### src/rtl/digit_stream_writer_pkg.sv
// Shared definitions for the digit stream writer: FSM state encoding and
// the ASCII constants used for blanking and reset values.
package digit_stream_writer_pkg;

    typedef enum logic [1:0] {
        ST_IDLE   = 2'd0,
        ST_FETCH  = 2'd1,
        ST_SEND   = 2'd2,
        ST_FINISH = 2'd3
    } state_t;

    localparam logic [7:0] ASCII_SPACE = 8'h20;
    localparam logic [7:0] ASCII_ZERO  = 8'h30;

endpackage

### src/rtl/digit_stream_writer.sv
// Digit stream writer: on start, walks col from SIZE_DECIMAL-1 down to 0,
// fetches each ASCII digit from the external converter and offers it to a
// valid/ready sink, then pulses done.
// Optional feature: define LEADING_BLANK_EN to replace leading '0' digits
// (all columns except column 0) with spaces.
module digit_stream_writer
    import digit_stream_writer_pkg::*;
#(
    parameter int SIZE_DECIMAL = 8
) (
    input  logic                    clk,
    input  logic                    reset,
    input  logic                    start,
    output logic [SIZE_DECIMAL-1:0] col,
    input  logic [7:0]              char_in,
    output logic [7:0]              char_out,
    output logic                    char_valid,
    input  logic                    char_ready,
    output logic                    busy,
    output logic                    done
);

    localparam logic [SIZE_DECIMAL-1:0] COL_TOP = SIZE_DECIMAL'(SIZE_DECIMAL - 1);

    state_t                  state_reg, state_next;
    logic [SIZE_DECIMAL-1:0] col_reg, col_next;
    logic [7:0]              char_out_reg, char_out_next;
    logic                    valid_reg, valid_next;
    logic                    busy_reg, busy_next;
    logic                    done_reg, done_next;
    logic [7:0]              fetch_char;

`ifdef LEADING_BLANK_EN
    // Set once a nonzero digit has been fetched in the current frame.
    logic                    seen_reg, seen_next;

    // Blank a '0' until the first nonzero digit; the units column is never blanked.
    always_comb begin
        fetch_char = char_in;
        if (!seen_reg && (char_in == ASCII_ZERO) && (col_reg != '0)) begin
            fetch_char = ASCII_SPACE;
        end
    end

    // Leading-zero tracking flag register.
    always_ff @(posedge clk or posedge reset) begin
        if (reset) begin
            seen_reg <= 1'b0;
        end else begin
            seen_reg <= seen_next;
        end
    end
`else
    // Converter output passes through untouched.
    always_comb begin
        fetch_char = char_in;
    end
`endif

    // State and datapath registers; reset abandons any frame in progress.
    always_ff @(posedge clk or posedge reset) begin
        if (reset) begin
            state_reg    <= ST_IDLE;
            col_reg      <= '0;
            char_out_reg <= ASCII_SPACE;
            valid_reg    <= 1'b0;
            busy_reg     <= 1'b0;
            done_reg     <= 1'b0;
        end else begin
            state_reg    <= state_next;
            col_reg      <= col_next;
            char_out_reg <= char_out_next;
            valid_reg    <= valid_next;
            busy_reg     <= busy_next;
            done_reg     <= done_next;
        end
    end

    // Next-state and next-output logic; done is a one-cycle pulse in FINISH.
    always_comb begin
        state_next    = state_reg;
        col_next      = col_reg;
        char_out_next = char_out_reg;
        valid_next    = valid_reg;
        busy_next     = busy_reg;
        done_next     = 1'b0;
`ifdef LEADING_BLANK_EN
        seen_next     = seen_reg;
`endif
        case (state_reg)
            ST_IDLE: begin
                if (start) begin
                    col_next   = COL_TOP;
                    busy_next  = 1'b1;
                    state_next = ST_FETCH;
`ifdef LEADING_BLANK_EN
                    seen_next  = 1'b0;
`endif
                end
            end
            ST_FETCH: begin
                char_out_next = fetch_char;
                valid_next    = 1'b1;
                state_next    = ST_SEND;
`ifdef LEADING_BLANK_EN
                if (char_in != ASCII_ZERO) begin
                    seen_next = 1'b1;
                end
`endif
            end
            ST_SEND: begin
                if (valid_reg && char_ready) begin
                    valid_next = 1'b0;
                    if (col_reg != '0) begin
                        col_next   = col_reg - 1'b1;
                        state_next = ST_FETCH;
                    end else begin
                        done_next  = 1'b1;
                        state_next = ST_FINISH;
                    end
                end
            end
            ST_FINISH: begin
                busy_next  = 1'b0;
                state_next = ST_IDLE;
            end
            default: begin
                state_next = ST_IDLE;
            end
        endcase
    end

    assign col        = col_reg;
    assign char_out   = char_out_reg;
    assign char_valid = valid_reg;
    assign busy       = busy_reg;
    assign done       = done_reg;

endmodule

### config.mk
export PLATFORM = sky130hd
export DESIGN_NAME = digit_stream_writer
export DESIGN_NICKNAME = d
export VERILOG_FILES = /design/src/rtl/digit_stream_writer_pkg.sv /design/src/rtl/digit_stream_writer.sv
export SDC_FILE = /design/constraint.sdc
export NUM_CORES = 1
export LEC_CHECK = 0
export ABC_AREA = 1
export BUFFER_PORTS_ARGS = -buffer_cell sky130_fd_sc_hd__buf_2
export CAP_MARGIN = 20
export CORE_MARGIN = 5
export CORE_UTILIZATION = 50
export DETAILED_ROUTE_END_ITERATION = 10
export GPL_TIMING_DRIVEN = 1
export MAX_ROUTING_LAYER = met4
export PLACE_DENSITY = 0.76
export REMOVE_ABC_BUFFERS = 1
export SYNTH_ARGS = -nofsm -noshare
export SYNTH_HDL_FRONTEND = slang
export SYNTH_SLANG_ARGS = --single-unit
### constraint.sdc
create_clock -name clk -period 1.9 [get_ports clk]
set_input_delay 0.095 -clock clk [delete_from_list [all_inputs] [get_ports clk]]
set_output_delay 0.095 -clock clk [all_outputs]
set_load 0.005 [all_outputs]
==> results of run 1 <==
[final cells by class]
cell class | count | area (um^2)
clock buffers | 3 | 22.52
clock inverters | 1 | 5.005
fillers | 178 | 732.0
inverters | 15 | 56.30
multi-input cells | 72 | 445.4
flip-flops and latches | 21 | 526.8
well taps | 27 | 33.78
repair buffers | 31 | 160.2
[power by group through the flow]
stage                     Clock [mW]  Sequential [mW]  Combinational [mW]
after CTS                      0.215            0.784                1.00
after global routing           0.236            0.810                1.11
after detailed placement           0            0.792               0.999
after global placement             0            0.782               0.967
final                          0.211            0.783               0.991
after floorplan                    0            0.802               0.663
[worst paths after layout]
kind / from / end / slack (ns) / cells after the start
worst min register to register: char_out[6]$_DFFE_PP0P_ / char_out[6]$_DFFE_PP0P_ / 0.51 / 1
worst max register to register: col[0]$_DFFE_PP0P_ / col[1]$_DFFE_PP0P_ / 0.30 / 9
worst max-delay path: col[0]$_DFFE_PP0P_ / col[1]$_DFFE_PP0P_ / 0.30 / 9
worst min-delay path: char_in[3] / char_out[3]$_DFFE_PP0P_ / 0.02 / 2
max in group asynchronous: reset / char_out[7]$_DFFE_PP0P_ / 0.97 / 3
min in group asynchronous: reset / col[4]$_DFFE_PP0P_ / 0.46 / 3
[synth_stat cells]
cell	number	area share
dfrtp_1	20	0.48
nand2_1	18	0.064
inv_1	14	0.050
nor2_1	10	0.036
mux2_2	8	0.086
nand2_2	7	0.042
nand3_1	7	0.033
o21ai_0	4	0.019
o21ai_2	4	0.033
a21oi_1	2	0.0095
nand2_4	2	0.021
o21ai_1	2	0.0095
buf_12	1	0.019
dfstp_2	1	0.025
ha_1	1	0.012
inv_2	1	0.0036
nor2_2	1	0.0060
nor2_4	1	0.011
nor3_1	1	0.0048
o211ai_1	1	0.0072
o21ai_4	1	0.016
or2_2	1	0.0060
xor2_1	1	0.0084
[cell usage in the layout, fill, tap and decap left out, types with 2 or more instances in the layout]
master	n
nor2_1	10
buf_2	30
clkbuf_4	3
o21ai_0	4
inv_1	14
a21oi_1	2
o21ai_2	4
dfrtp_1	20
nand2_2	7
nand2_1	18
o21ai_1	2
nand2_4	2
mux2_2	8
nand3_1	7
[through the flow]
stage / instances / worst slack (ns) / hold slack [ns]
final: 170 / 0.2954 / 0.02085
after global placement: 165 / 0.3927 / 0.2563
after floorplan: 108 / 0.4604 / 0.07079
after global routing: 170 / 0.1501 / 0.002647
after detailed placement: 165 / 0.3241 / 0.2728
after CTS: 170 / 0.2978 / 0.01727
[worst register-to-register path: cells and delay by family (launching register included)]
kind	cells	cell delay [ns]
AND/OR/NAND/NOR	5	0.60
adder cells (fa/ha/maj)	1	0.17
flip-flops	1	0.43
AO/OA/AOI/OAI	1	0.06
buffers and inverters	2	0.25
[logic make-up (layout without fill, tap and decap cells)]
kind of cell,count (synthesis),count (layout)
fa+ha+maj,1,1
buf+inv,16,50
simple gates,48,48
xor+xnor,1,1
compound gates,14,14
flops,21,21
mux,8,8
[layer usage]
layer | up-vias | global-route usage | wire (um)
li1 | 422 | - | -
met3 | 2 | 0.04176 | 78
met5 | - | - | 0
met2 | 16 | 0.2331 | 1010
met4 | 0 | 0.03819 | 7
met1 | 387 | 0.1742 | 955
[repair_timing]
item / 4_1_cts / 5_1_grt
hold buffers: 1 / 0
setup buffers: 0 / 0
hold endpoints to repair: 20 / 0
==> flow_metrics.env, run 1 <==
export IMPL_grt_pass1_wl_um=3519
export IMPL_drc=0
export IMPL_ant_nets=0
export IMPL_comb_power_share=0.499
export IMPL_drt_wl_total_um=2051
export IMPL_p_total_mw=1.985
export IMPL_setup_viol=0
export IMPL_critical_path_max_stage_delay_ns=0.43
export IMPL_yosys_area_share_simple=0.2243
export IMPL_required_ns=2.09
export IMPL_yosys_warnings=0
export IMPL_yosys_register_bits=21
export IMPL_wire_per_inst_um=12.06
export IMPL_die_h_um=55.80
export IMPL_hpwl_um=1633
export IMPL_crit_chain="inv_1 > ha_1 > nand2_1 > nor2_4 > nand2_2 > nand2_4 > inv_1 > nand2_1 > o21ai_1"
export IMPL_finalCriticalPeriod_ns=1.605
export IMPL_slew_headroom=0.4999
export IMPL_arrival_ns=1.80
export IMPL_grt_overflow=0
export IMPL_cp_num_buf_inv=2
export IMPL_drtPass1Iterations=3
export IMPL_yosysSeqAreaShare=0.5024
export IMPL_grt_pass1_vias=779
export IMPL_ios=31
export IMPL_place_area_um2=1212
export IMPL_start_util=0.5290
export IMPL_p_sw_mw=0.8330
export IMPL_grtUsageTotal=0.1435
export IMPL_final_cell_area_um2=1250
export IMPL_post_route_util=0.6307
export IMPL_drive_gt1_frac=0.4266
export IMPL_drv_cap=0
export IMPL_cts_resized=0
export IMPL_clockBufferDepth=2
export IMPL_syn_cell_area_um2=1049
export IMPL_synth_mux_area_frac=0.08592
export IMPL_powerDensity_nw_per_um2=1588
export IMPL_leakagePower_nw=0.6431
export IMPL_vias=827
export IMPL_finClkSkew_ns=0.004266
export IMPL_cts_root_buffer="clkbuf_4"
export IMPL_path_class="reg2reg"
export IMPL_rows=16
export IMPL_tritoncts="yes"
export IMPL_irDropWorstVdd_mv=0.9769
export IMPL_finalWeightedCongestion=0.7954
export IMPL_pwr_share_seq=0.395
export IMPL_areaGrowthSynthToFinish_pct=19.21
export IMPL_syn_avg_cell_area_um2=9.619
export IMPL_clockPowerShare=0.106
export IMPL_via_per_inst=4.865
export IMPL_clock_latency_ns=0.30
export IMPL_core_um2=1982
export IMPL_synthCells=109
export IMPL_grt_antenna_before_repair=0
export IMPL_grt_max_degree=22
export IMPL_start_kind="register"
export IMPL_critPathMaxFanout=11
export IMPL_final_nets=157
export IMPL_max_freq_mhz=623.2
export IMPL_hp_class="in2reg"
export IMPL_finalSetupTns_ns=0
export IMPL_worstMarginPinSlew_ns=0.7493
export IMPL_cts_made_buffers=3
export IMPL_period_share=0.8445
export IMPL_die_area_um2=3113
export IMPL_ys_types=23
export IMPL_die_w_um=55.80
export IMPL_p_int_mw=1.152
export IMPL_slowest_stage="dfrtp_1"
export IMPL_switching_share=0.4196
export IMPL_synth_fa_ha_area_frac=0.01193
export IMPL_drt_iter0_drc=19
export IMPL_endpoint_kind="register"
export IMPL_synth_top_family_by_area="simple AND/OR/NAND/NOR gates"
export IMPL_cp_top_family="simple AND/OR/NAND/NOR gates"
export IMPL_slew_violations=0
export IMPL_clkTransAtPathRegs_ns=0.12
export IMPL_hold_viol=0
export IMPL_grt_setup_unrepaired="false"
export IMPL_synth_xor_area_frac=0.008353
export IMPL_port_buffers=30
export IMPL_status="finished clean"
export IMPL_htreeDepth=1
export IMPL_diodes=0
export IMPL_synth_compound_area_frac=0.09427
export IMPL_cts_sinks=21
Note: power is estimated with default switching activity, not from simulation.
==> inputs of run 2 (changes only) <==
Settings changed: CORE_UTILIZATION 50 to 45, PLACE_DENSITY 0.76 to 0.72.
Clock period 1.9 ns to 1.45 ns, I/O delays scaled along.
==> run 2 against run 1 <==
Register-to-register slack worse by 0.21 ns. Flip-flop and latch count did not move. Wire length increased by 5.9%. Critical endpoint is now col[6]$_DFFE_PP0P_. Design area increased by 10%. Cell count rose by 7.6%. Sequential power increased by 30%. Critical path type unchanged.
==> flow_metrics.env, run 2 (synthesis gave the netlist of run 1 again) <==
export IMPL_status="finished clean"
export IMPL_clockBufferDepth=2
export IMPL_drt_wl_total_um=2173
export IMPL_grt_pass1_vias=852
export IMPL_path_class="reg2reg"
export IMPL_finClkSkew_ns=0.0007271
export IMPL_htreeDepth=1
export IMPL_start_kind="register"
export IMPL_cts_root_buffer="clkbuf_4"
export IMPL_clockPowerShare=0.100
export IMPL_ant_nets=0
export IMPL_vias=892
export IMPL_slew_violations=0
export IMPL_finalSetupTns_ns=0
export IMPL_rows=17
export IMPL_final_instance_count_excl_fill=183
export IMPL_diodes=0
export IMPL_pwr_share_seq=0.374
export IMPL_finalWeightedCongestion=0.8503
export IMPL_ios=31
export IMPL_final_nets=169
export IMPL_drv_cap=0
export IMPL_post_place_cells=169
export IMPL_required_ns=1.69
export IMPL_clkTransAtPathRegs_ns=0.11
export IMPL_p_sw_mw=1.109
export IMPL_drt_iter0_drc=14
export IMPL_start_util=0.4740
export IMPL_leakagePower_nw=0.6956
export IMPL_die_area_um2=3395
export IMPL_grt_pass1_wl_um=3594
export IMPL_p_int_mw=1.627
export IMPL_areaGrowthSynthToFinish_pct=31.50
export IMPL_drive_gt1_frac=0.4516
export IMPL_comb_power_share=0.526
export IMPL_period_share=0.9396
export IMPL_endpoint_kind="register"
export IMPL_drc=0
export IMPL_die_w_um=58.27
export IMPL_max_freq_mhz=734.0
export IMPL_finalCriticalPeriod_ns=1.362
export IMPL_hp_class="in2reg"
export IMPL_arrival_ns=1.60
export IMPL_via_per_inst=4.874
export IMPL_layout_commonest_cell="buf_2"
export IMPL_worstMarginPinSlew_ns=0.2614
export IMPL_mostFrequentLayoutCells="buf_2 (30), dfrtp_1 (20), nand2_1 (17)"
export IMPL_grt_antenna_before_repair=0
export IMPL_die_h_um=58.27
export IMPL_grtUsageTotal=0.1433
export IMPL_cts_made_buffers=3
export IMPL_clock_latency_ns=0.30
export IMPL_irDropWorstVdd_mv=1.377
export IMPL_powerDensity_nw_per_um2=1984
export IMPL_hold_viol=0
export IMPL_cts_sinks=21
export IMPL_critPathMaxFanout=10
export IMPL_grt_overflow=0
export IMPL_grt_max_degree=22
export IMPL_switching_share=0.4053
export IMPL_wire_per_inst_um=11.87
export IMPL_port_buffers=30
export IMPL_drtPass1Iterations=4
export IMPL_slew_headroom=0.8257
export IMPL_tritoncts="yes"
export IMPL_setup_viol=0
export IMPL_hpwl_um=1595
export IMPL_core_um2=2212
==> run 2: cell count changes in the layout (fill, tap and decap cells not counted), sizes merged <==
cell         previous run  this run
dlygate4sd3             1         9
buf                    30        34
==> run 2: worst max-delay path, cell delays in order, from the launching register on <==
cell and delay, ns:
dfrtp_1 0.43, inv_2 0.08, ha_2 0.17, nand2_2 0.09, nor2_4 0.13, nand2_2 0.09
nand2_4 0.08, buf_12 0.13, nand2_2 0.05, o21ai_2 0.05
==> run 2: power by group through the flow <==
stage / registers, mW / logic (mW) / clock network [mW]
2_1_floorplan: 1.05 / 0.869 / 0
3_5_place_dp: 1.03 / 1.39 / 0
5_1_grt: 1.06 / 1.60 / 0.313
4_1_cts: 1.02 / 1.42 / 0.291
3_3_place_gp: 1.02 / 1.36 / 0
6_report: 1.02 / 1.44 / 0.274
==> run 2: area by class of cell <==
cell class | instances | area [um^2]
Tap cell | 28 | 35.03
Clock buffer | 3 | 22.52
Multi-Input combinational cell | 72 | 450.4
Clock inverter | 1 | 5.005
Fill cell | 196 | 833.3
Timing Repair Buffer | 43 | 282.8
Sequential cell | 21 | 526.8
Inverter | 15 | 56.30
==> run 2: routing by layer <==
layer | vias up | GRT usage | share of wire
met5 | - | - | 0
met4 | 0 | 0.06954 | 0.011
met3 | 4 | 0.03118 | 0.067
met2 | 26 | 0.2233 | 0.48
met1 | 419 | 0.1746 | 0.44
li1 | 443 | - | -
==> run 2: final timing paths <==
| check | slack, ns | to | cells past startpoint | start |
|---|---|---|---|---|
| setup / recovery | 0.09 | col[6]$_DFFE_PP0P_ | 9 | col[1]$_DFFE_PP0P_ |
| hold / removal | 0.09 | done$_DFF_PP0_ | 3 | char_ready |
| setup reg to reg | 0.09 | col[6]$_DFFE_PP0P_ | 9 | col[1]$_DFFE_PP0P_ |
| min in group asynchronous | 0.36 | char_out[4]$_DFFE_PP0P_ | 4 | reset |
| hold reg to reg | 0.51 | busy$_DFFE_PP0P_ | 2 | busy$_DFFE_PP0P_ |
| max in group asynchronous | 0.83 | char_out[5]$_DFFE_PP1P_ | 4 | reset |
==> run 2: timing repair <==
item | CTS | global route
hold buffers | 9 | 0
endpoints found under the hold margin | 28 | 0
buffers inserted | 0 | 1
setup endpoints to repair | 1 | 8
gates resized for setup | 1 | 4
==> run 2: per-stage QoR <==
step                instance area, um^2  hold slack [ns]  utilization  setup WS [ns]  power (mW)
finish                             1379          0.09336       0.6233        0.08754       2.736
global route                       1379           0.1073       0.6233      -0.003549       2.976
CTS                                1369          0.08452       0.6188        0.02607       2.734
detailed placement                 1249           0.1170       0.5645       0.009941       2.425
global placement                   1249           0.1094       0.5645        0.09602       2.375
floorplan                          1028          0.04829            -        0.01041       1.920
